==> config.mk <==
export PLATFORM = sky130hd
export DESIGN_NAME = fetch_sequencer
export DESIGN_NICKNAME = d
export VERILOG_FILES = /design/src/rtl/fetch_pkg.sv /design/src/rtl/fetch_sequencer.sv
export SDC_FILE = /design/constraint.sdc
export NUM_CORES = 1
export LEC_CHECK = 0
export BUFFER_PORTS_ARGS = -buffer_cell sky130_fd_sc_hd__buf_2
export CAP_MARGIN = 20
export CORE_MARGIN = 3
export CORE_UTILIZATION = 41
export CTS_CLUSTER_SIZE = 40
export DETAILED_ROUTE_END_ITERATION = 6
export GPL_ROUTABILITY_DRIVEN = 1
export PLACE_DENSITY = 0.75
export RECOVER_POWER = 25
export SLEW_MARGIN = 30
export SYNTH_ARGS = -nofsm -noshare
export SYNTH_HDL_FRONTEND = slang
export SYNTH_SLANG_ARGS = --single-unit
==> constraint.sdc <==
create_clock -name clk -period 2.9 [get_ports clk]
set_input_delay 0.58 -clock clk [delete_from_list [all_inputs] [get_ports clk]]
set_output_delay 0.58 -clock clk [all_outputs]
set_load 0.005 [all_outputs]
==> src/rtl/fetch_pkg.sv <==
// -----------------------------------------------------------------------------
// fetch_pkg
//   Shared definitions for the fetch stage. Instruction memory and decode use
//   the same instruction width, PC width, default memory depth and halt
//   encoding.
//   Contents:
//     INSN_W, PC_W                 instruction and program-counter widths
//     DEFAULT_IMEM_DEPTH           instruction slots (legal PC 0..depth-1)
//     DEFAULT_HALT_INSN            encoding that stops fetch when it retires
//     fetch_state_t                sequencer FSM states
//     sat_inc()                    saturating +1 for PC_W-wide counters
// -----------------------------------------------------------------------------
package fetch_pkg;

   localparam int INSN_W = 9;
   localparam int PC_W   = 32;

   localparam int unsigned       DEFAULT_IMEM_DEPTH = 4096;
   localparam logic [INSN_W-1:0] DEFAULT_HALT_INSN  = 9'h1FF;

   typedef enum logic [1:0] {
      IDLE   = 2'd0,
      RUN    = 2'd1,
      HALTED = 2'd2
   } fetch_state_t;

   // Increment that sticks at all-ones instead of wrapping back to zero.
   function automatic logic [PC_W-1:0] sat_inc(input logic [PC_W-1:0] v);
      return (v == {PC_W{1'b1}}) ? v : v + PC_W'(1);
   endfunction

endpackage

==> src/rtl/fetch_sequencer.sv <==
// -----------------------------------------------------------------------------
// fetch_sequencer
//   Owns the program counter. Drives current_pc to a combinational instruction
//   memory, captures the returned word into a one-entry fetch register, and
//   handles start, stall, branch redirect, halt and out-of-range faults.
//
//   Ports
//     clk            in   1   clock, all state on the rising edge
//     reset          in   1   synchronous, active-high
//     start          in   1   pulse; (re)starts execution at PC 0 from IDLE/HALTED
//     stall          in   1   downstream hold; freezes PC and fetch register
//     branch_taken   in   1   redirect for the instruction in the fetch register
//     branch_target  in  32   absolute target PC
//     instruction    in   9   memory read data for current_pc
//     current_pc     out 32   PC presented to instruction memory
//     instr_out      out  9   fetch-register instruction
//     instr_pc       out 32   PC of instr_out
//     instr_valid    out  1   instr_out holds a real instruction this cycle
//     done           out  1   high while halted after HALT_INSN retired
//     fault          out  1   sticky until next start; PC left the legal range
//     fetch_count    out 32   instructions captured since start (saturating)
// -----------------------------------------------------------------------------
module fetch_sequencer
   import fetch_pkg::*;
#(
   parameter int unsigned       IMEM_DEPTH = DEFAULT_IMEM_DEPTH,
   parameter logic [INSN_W-1:0] HALT_INSN  = DEFAULT_HALT_INSN
) (
   input  logic              clk,
   input  logic              reset,
   input  logic              start,
   input  logic              stall,
   input  logic              branch_taken,
   input  logic [PC_W-1:0]   branch_target,
   input  logic [INSN_W-1:0] instruction,
   output logic [PC_W-1:0]   current_pc,
   output logic [INSN_W-1:0] instr_out,
   output logic [PC_W-1:0]   instr_pc,
   output logic              instr_valid,
   output logic              done,
   output logic              fault,
   output logic [PC_W-1:0]   fetch_count
);

   localparam logic [PC_W-1:0] PC_LAST  = PC_W'(IMEM_DEPTH - 1);
   localparam logic [PC_W-1:0] PC_LIMIT = PC_W'(IMEM_DEPTH);

   fetch_state_t      state_q, state_d;
   logic [PC_W-1:0]   pc_q, pc_d;
   logic [INSN_W-1:0] instr_q, instr_d;
   logic [PC_W-1:0]   ipc_q, ipc_d;
   logic              valid_q, valid_d;
   logic              done_q, done_d;
   logic              fault_q, fault_d;
   logic [PC_W-1:0]   count_q, count_d;

   always_comb begin
      state_d = state_q;
      pc_d    = pc_q;
      instr_d = instr_q;
      ipc_d   = ipc_q;
      valid_d = valid_q;
      done_d  = done_q;
      fault_d = fault_q;
      count_d = count_q;

      case (state_q)
         RUN: begin
            // A stall freezes everything; a branch presented during the stall
            // is held by downstream and acted on once the stall drops.
            if (!stall) begin
               if (valid_q && (instr_q == HALT_INSN)) begin
                  // Halt wins over any branch request for the same slot.
                  state_d = HALTED;
                  done_d  = 1'b1;
                  valid_d = 1'b0;
               end else if (valid_q && branch_taken) begin
                  // The word fetched this cycle is wrong-path: drop it and
                  // leave a single bubble while the target is fetched.
                  valid_d = 1'b0;
                  if (branch_target >= PC_LIMIT) begin
                     state_d = HALTED;
                     fault_d = 1'b1;
                  end else begin
                     pc_d = branch_target;
                  end
               end else begin
                  instr_d = instruction;
                  ipc_d   = pc_q;
                  valid_d = 1'b1;
                  count_d = sat_inc(count_q);
                  // Running off the end of memory: the last word is still
                  // delivered, but the PC never leaves the legal range.
                  if (pc_q == PC_LAST) begin
                     fault_d = 1'b1;
                     state_d = HALTED;
                  end else begin
                     pc_d = pc_q + PC_W'(1);
                  end
               end
            end
         end

         IDLE, HALTED: begin
            valid_d = 1'b0;
            if (start) begin
               state_d = RUN;
               pc_d    = '0;
               done_d  = 1'b0;
               fault_d = 1'b0;
               count_d = '0;
            end
         end

         default: begin
            state_d = IDLE;
            valid_d = 1'b0;
         end
      endcase
   end

   always_ff @(posedge clk) begin
      if (reset) begin
         state_q <= IDLE;
         pc_q    <= '0;
         instr_q <= '0;
         ipc_q   <= '0;
         valid_q <= 1'b0;
         done_q  <= 1'b0;
         fault_q <= 1'b0;
         count_q <= '0;
      end else begin
         state_q <= state_d;
         pc_q    <= pc_d;
         instr_q <= instr_d;
         ipc_q   <= ipc_d;
         valid_q <= valid_d;
         done_q  <= done_d;
         fault_q <= fault_d;
         count_q <= count_d;
      end
   end

   assign current_pc  = pc_q;
   assign instr_out   = instr_q;
   assign instr_pc    = ipc_q;
   assign instr_valid = valid_q;
   assign done        = done_q;
   assign fault       = fault_q;
   assign fetch_count = count_q;

endmodule

## Word-level counts from Yosys, hierarchy flattened

Cells that the tools add are included.

| operators by class | value |
|---|---|
| reductions and logical operators | 12 |
| bitwise gates (word level) | 4 |
| add/sub/neg operators | 2 |
| magnitude comparators | 1 |
| multiplexer cells | 31 |
| equal/unequal tests | 17 |

Operators with widths:

| cell | number |
|---|---|
| 2-to-1 mux 32 bit | 10 |
| one-hot mux 32 bit (2 select lines) | 2 |
| adder 32 x 1 -> 32 bit (second input constant) | 2 |
| == test 32 x 12 -> 1 bit (second input constant) | 1 |
| == test 32 bit (second input constant) | 1 |
| greater-or-equal comparator 32 x 13 -> 1 bit (second input constant) | 1 |
| AND reduction 6 bit | 3 |
| 2-to-1 mux 2 bit | 6 |
| inequality test 2 bit (second input constant) | 6 |
| inequality test 3 bit (second input constant) | 4 |
| AND reduction 4 bit | 3 |
| 2-to-1 mux 1 bit | 10 |
| == test 9 bit (second input constant) | 1 |
| inequality test 4 bit (second input constant) | 2 |
| NOT 1 bit | 4 |
| one-hot mux 1 bit (2 select lines) | 2 |
| one-hot mux 2 bit (2 select lines) | 1 |
| OR reduction 2 bit | 2 |
| == test 2 x 1 -> 1 bit (second input constant) | 1 |
| == test 2 bit (second input constant) | 1 |
| logical AND 1 bit | 2 |
| logical NOT 2 bit | 1 |
| nonzero test 2 bit | 1 |

| storage, ports and cells | value |
|---|---|
| input port bits | 46 |
| output and inout bits | 108 |
| register bits after elaboration | 110 |
| word-level logic and storage cells | 75 |

## Longest topological paths before layout

| logic depth | value |
|---|---|
| depth after elaboration | 6 |
| depth in mapped cells | 10 |
| gate-level depth less buffers | 7 |

## Least setup slack after synthesis

OpenSTA, ideal clock, no wires.

| timing path | value |
|---|---|
| path kind | register to register |
| from | register pc_q[0] (netlist: current_pc[0]) |
| to | register pc_q[23] (netlist: current_pc[23]) |
| clock period less this slack | 2340 ps |
| path buffers | 3 |
| stages on the path, launching flop included | 11 |
| slack | 560 ps |
| arrival | 2269 ps |
| data required time | 2830 ps |
| cell sequence | dfxtp_1 ha_1 nand3_1 or4_1 buf_6 nor3_4 a311oi_2 buf_6 buf_8 o22ai_1 o2bb2ai_1 |

| on the way | value |
|---|---|
| word-level cells in the longest chain between the ends | 6 |

Ends and longest elaborated chain:

| element | line | source |
|---|---|---|
| start: declaration | fetch_sequencer.sv:49 | `logic [PC_W-1:0] pc_q, pc_d;` |
| start signal: assignment | fetch_sequencer.sv:134 | `pc_q <= pc_d;` |
| adder 32 x 1 -> 32 bit | fetch_sequencer.sv:98 | `pc_d = pc_q + PC_W'(1);` |
| 2-to-1 mux 32 bit | fetch_sequencer.sv:94 | `if (pc_q == PC_LAST) begin` |
| 2-to-1 mux 32 bit | fetch_sequencer.sv:77 | `end else if (valid_q && branch_taken) begin` |
| 2-to-1 mux 32 bit | fetch_sequencer.sv:72 | `if (valid_q && (instr_q == HALT_INSN)) begin` |
| 2-to-1 mux 32 bit | fetch_sequencer.sv:71 | `if (!stall) begin` |
| one-hot mux 32 bit (2 select lines) | fetch_sequencer.sv:67 | `case (state_q)` |

Several ways; a longest one is shown, not always the timed one. The select of a mux whose other input is x is not followed.
A chain may end at the register's enable or synchronous reset.

## Worst setup path in the final report

| timing path | value |
|---|---|
| from | register pc_q[0] (netlist: current_pc[0]) |
| to | register pc_q[9] (netlist: current_pc[9]) |

The elaborated chain is that of the path after synthesis.

==> impl_metrics.env <==
export IMPL_nets=847
export IMPL_critPathKind="reg2reg"
export IMPL_route_detailed_drc=0
export IMPL_clockBufferDepth=2
export IMPL_worstPathRequired_ps=3130
export IMPL_grt_antenna_before_repair=0
export IMPL_synth_edff_count=0
export IMPL_synthTopCellsByArea="dfxtp_1 42%, nand2_1 9.1%, a21oi_1 6.4%"
export IMPL_rsz0062_at_grt="no"
export IMPL_crit_arrival_ps=2830
export IMPL_wirelength_um=14980
export IMPL_period_share=0.8956
export IMPL_fin_area_um2=6499
export IMPL_p_per_area_nw_per_um2=460.8
export IMPL_synth_largest_area_cell="dfxtp_1"
export IMPL_timing_fmax_mhz=385.0
export IMPL_grt_max_degree=42
export IMPL_start_util=0.4265
export IMPL_die_h_um=118.9
export IMPL_start_kind="flop"
export IMPL_tightest_slew_ps=688.2
export IMPL_total_leakage_power_nw=2.562
export IMPL_ys_flop_type="dfxtp_1"
export IMPL_diodes=0
export IMPL_report_final_slew_viol_count=0
export IMPL_area_growth_pct=24.26
export IMPL_grt_pass1_vias=4794
export IMPL_maxSlewHeadroom=0.5407
export IMPL_synth_top_area_frac=0.4211
export IMPL_drive_gt1_frac=0.2313
export IMPL_num_rows=40
export IMPL_routed_via_density=5.477
export IMPL_cts_root_buffer="clkbuf_16"
export IMPL_cts_resized=0
export IMPL_place_hpwl_um=10920
export IMPL_seq_area_frac_synth=0.4211
export IMPL_port_buffers=153
export IMPL_dpl_instance_area_um2=6238
export IMPL_yosysWarnings=0
export IMPL_core_area_um2=12260
export IMPL_path_max_fanout=12
export IMPL_ant_nets=0
export IMPL_first_pass_iters=5
export IMPL_status="finished clean"
export IMPL_num_io_pins=154
export IMPL_cts_tree="built"
export IMPL_cts_hold_buffers_added=0
export IMPL_timing_hold_ws_ps=452.1
export IMPL_synth_seq_cells=110
export IMPL_path_clk_slew_ps=70
export IMPL_wl_per_cell_um=15.41
export IMPL_syn_area_um2=5230
export IMPL_cts_buffers=9
export IMPL_setup_viol=0
export IMPL_cap_viol_max_count=0
export IMPL_peakVddDrop_v=0.0003464
export IMPL_ys_types=64
export IMPL_grt_ovfl_total=0
export IMPL_hp_class="reg2reg"
export IMPL_setup_tns_ps=0
export IMPL_cts_setup_buffers=0
export IMPL_h_tree_depth=3
export IMPL_die_area_um2=14150
export IMPL_synth_avg_cell_area_um2=8.046
export IMPL_synthArstFlopShare=0
export IMPL_r2r_slack_ps=300
export IMPL_clock_sinks=110
export IMPL_vias=5324
export IMPL_finalHoldViolations=0
export IMPL_grt_pass1_wl_um=24250
export IMPL_synthCells=650
export IMPL_period_needed_ps=2597
export IMPL_syn_nets=698
export IMPL_first_iter_violations=412
export IMPL_end_kind="flop"
export IMPL_worst_skew_pair_late_latency_ps=350
export IMPL_track_usage=0.2083
export IMPL_fp_dieW_um=118.9
export IMPL_place_gp_congestion=0.9048
export IMPL_skew_ps=8.168
==> worst max-delay path, cell delays in order (launching register included) <==
cell,delay [ps]
dfxtp_1,340
ha_1,190
nand3_1,200
or4_1,700
nor3_4,270
a311oi_2,160
buf_4,210
nand3_1,80
buf_4,210
o21ai_0,100
==> stage by stage <==
stage,worst slack (ps),util,power (mW),instances
global placement,379.5,0.5086,1.809,956
CTS,306.2,0.5324,3.027,972
detailed placement,329.0,0.5088,1.811,956
finish,302.9,0.5300,2.995,972
floorplan,560.5,-,1.712,650
global route,108.9,0.5300,3.116,972
==> cell type report <==
cell class	count	area, um2
fill	1193	5763
multi-input combinational	491	2835
sequential	110	2202
timing repair buffer	179	930.9
clock buffer	10	229.0
tap	168	210.2
clock inverter	6	61.31
inverter	8	30.03
==> where the power goes <==
part	internal (mW)	leakage [nW]	switching (mW)
Clock	0.669	0.143	0.550
Combinational	0.0877	1.53	0.157
Sequential	1.52	0.887	0.0103
==> cells in the final DEF (no fill, tap or decap), types with 3 or more instances in the layout <==
cell	count
a211o_1	4
a211oi_1	5
a21o_1	5
a21oi_1	67
a22o_1	9
and2_1	3
and3_1	10
and4_1	6
buf_2	132
buf_4	25
clkbuf_1	22
clkbuf_16	9
clkinv_2	3
dfxtp_1	110
inv_1	7
nand2_1	127
nand2b_1	4
nand3_1	27
nand4_1	12
nor2_1	45
nor3_1	22
nor3b_1	3
nor4_1	26
nor4b_1	4
o211ai_1	7
o21a_1	3
o21ai_0	10
o22ai_1	4
o2bb2ai_1	10
or3_1	4
or4_1	3
xnor2_1	26
xor2_1	6
==> metal layers <==
metal / track usage / vias up / wire [um]
met2: 0.3364 / 170 / 7011
li1: - / 2640 / -
met5: 0 / - / 0
met1: 0.2762 / 2495 / 6837
met4: 0.06010 / 0 / 254
met3: 0.05223 / 19 / 878
==> kinds of logic (layout without fill, tap and decap cells) <==
group	Yosys count	count (layout)	share of synthesized area
AO/OA/AOI/OAI	145	145	0.1837
XOR/XNOR	32	32	0.05359
adder cells (fa/ha/maj)	2	2	0.004784
buffers and inverters	49	203	0.04258
flip-flops	110	110	0.4211
multiplexers	2	2	0.003828
AND/OR/NAND/NOR	310	310	0.2904
==> cell usage after synthesis, drive strengths merged, types with 7 or more instances <==
| cell | instances |
|---|---|
| dfxtp | 110 |
| clkbuf | 28 |
| nor4 | 27 |
| nand2 | 127 |
| o2bb2ai | 10 |
| nand4 | 12 |
| nand3 | 27 |
| nor3 | 23 |
| nor2 | 47 |
| and3 | 10 |
| buf | 13 |
| o21ai | 10 |
| a22o | 9 |
| xnor2 | 26 |
| a21oi | 67 |
| o211ai | 7 |
| inv | 7 |
==> state kept, by name (all words and copies together), names as in the netlist <==
name and flops:
instr_valid 1, instr_out 9, current_pc 32, done 1
state_q 2, instr_pc 32, fault 1, fetch_count 32
==> worst paths after layout <==
check,start,to,cells after the start
worst max-delay path,current_pc[0],current_pc[9],9
worst min-delay path,instr_pc[16],instr_pc[16],2
worst max register to register,current_pc[0],current_pc[9],9
worst min register to register,instr_pc[16],instr_pc[16],2
Power figures use the tool's default switching activity.
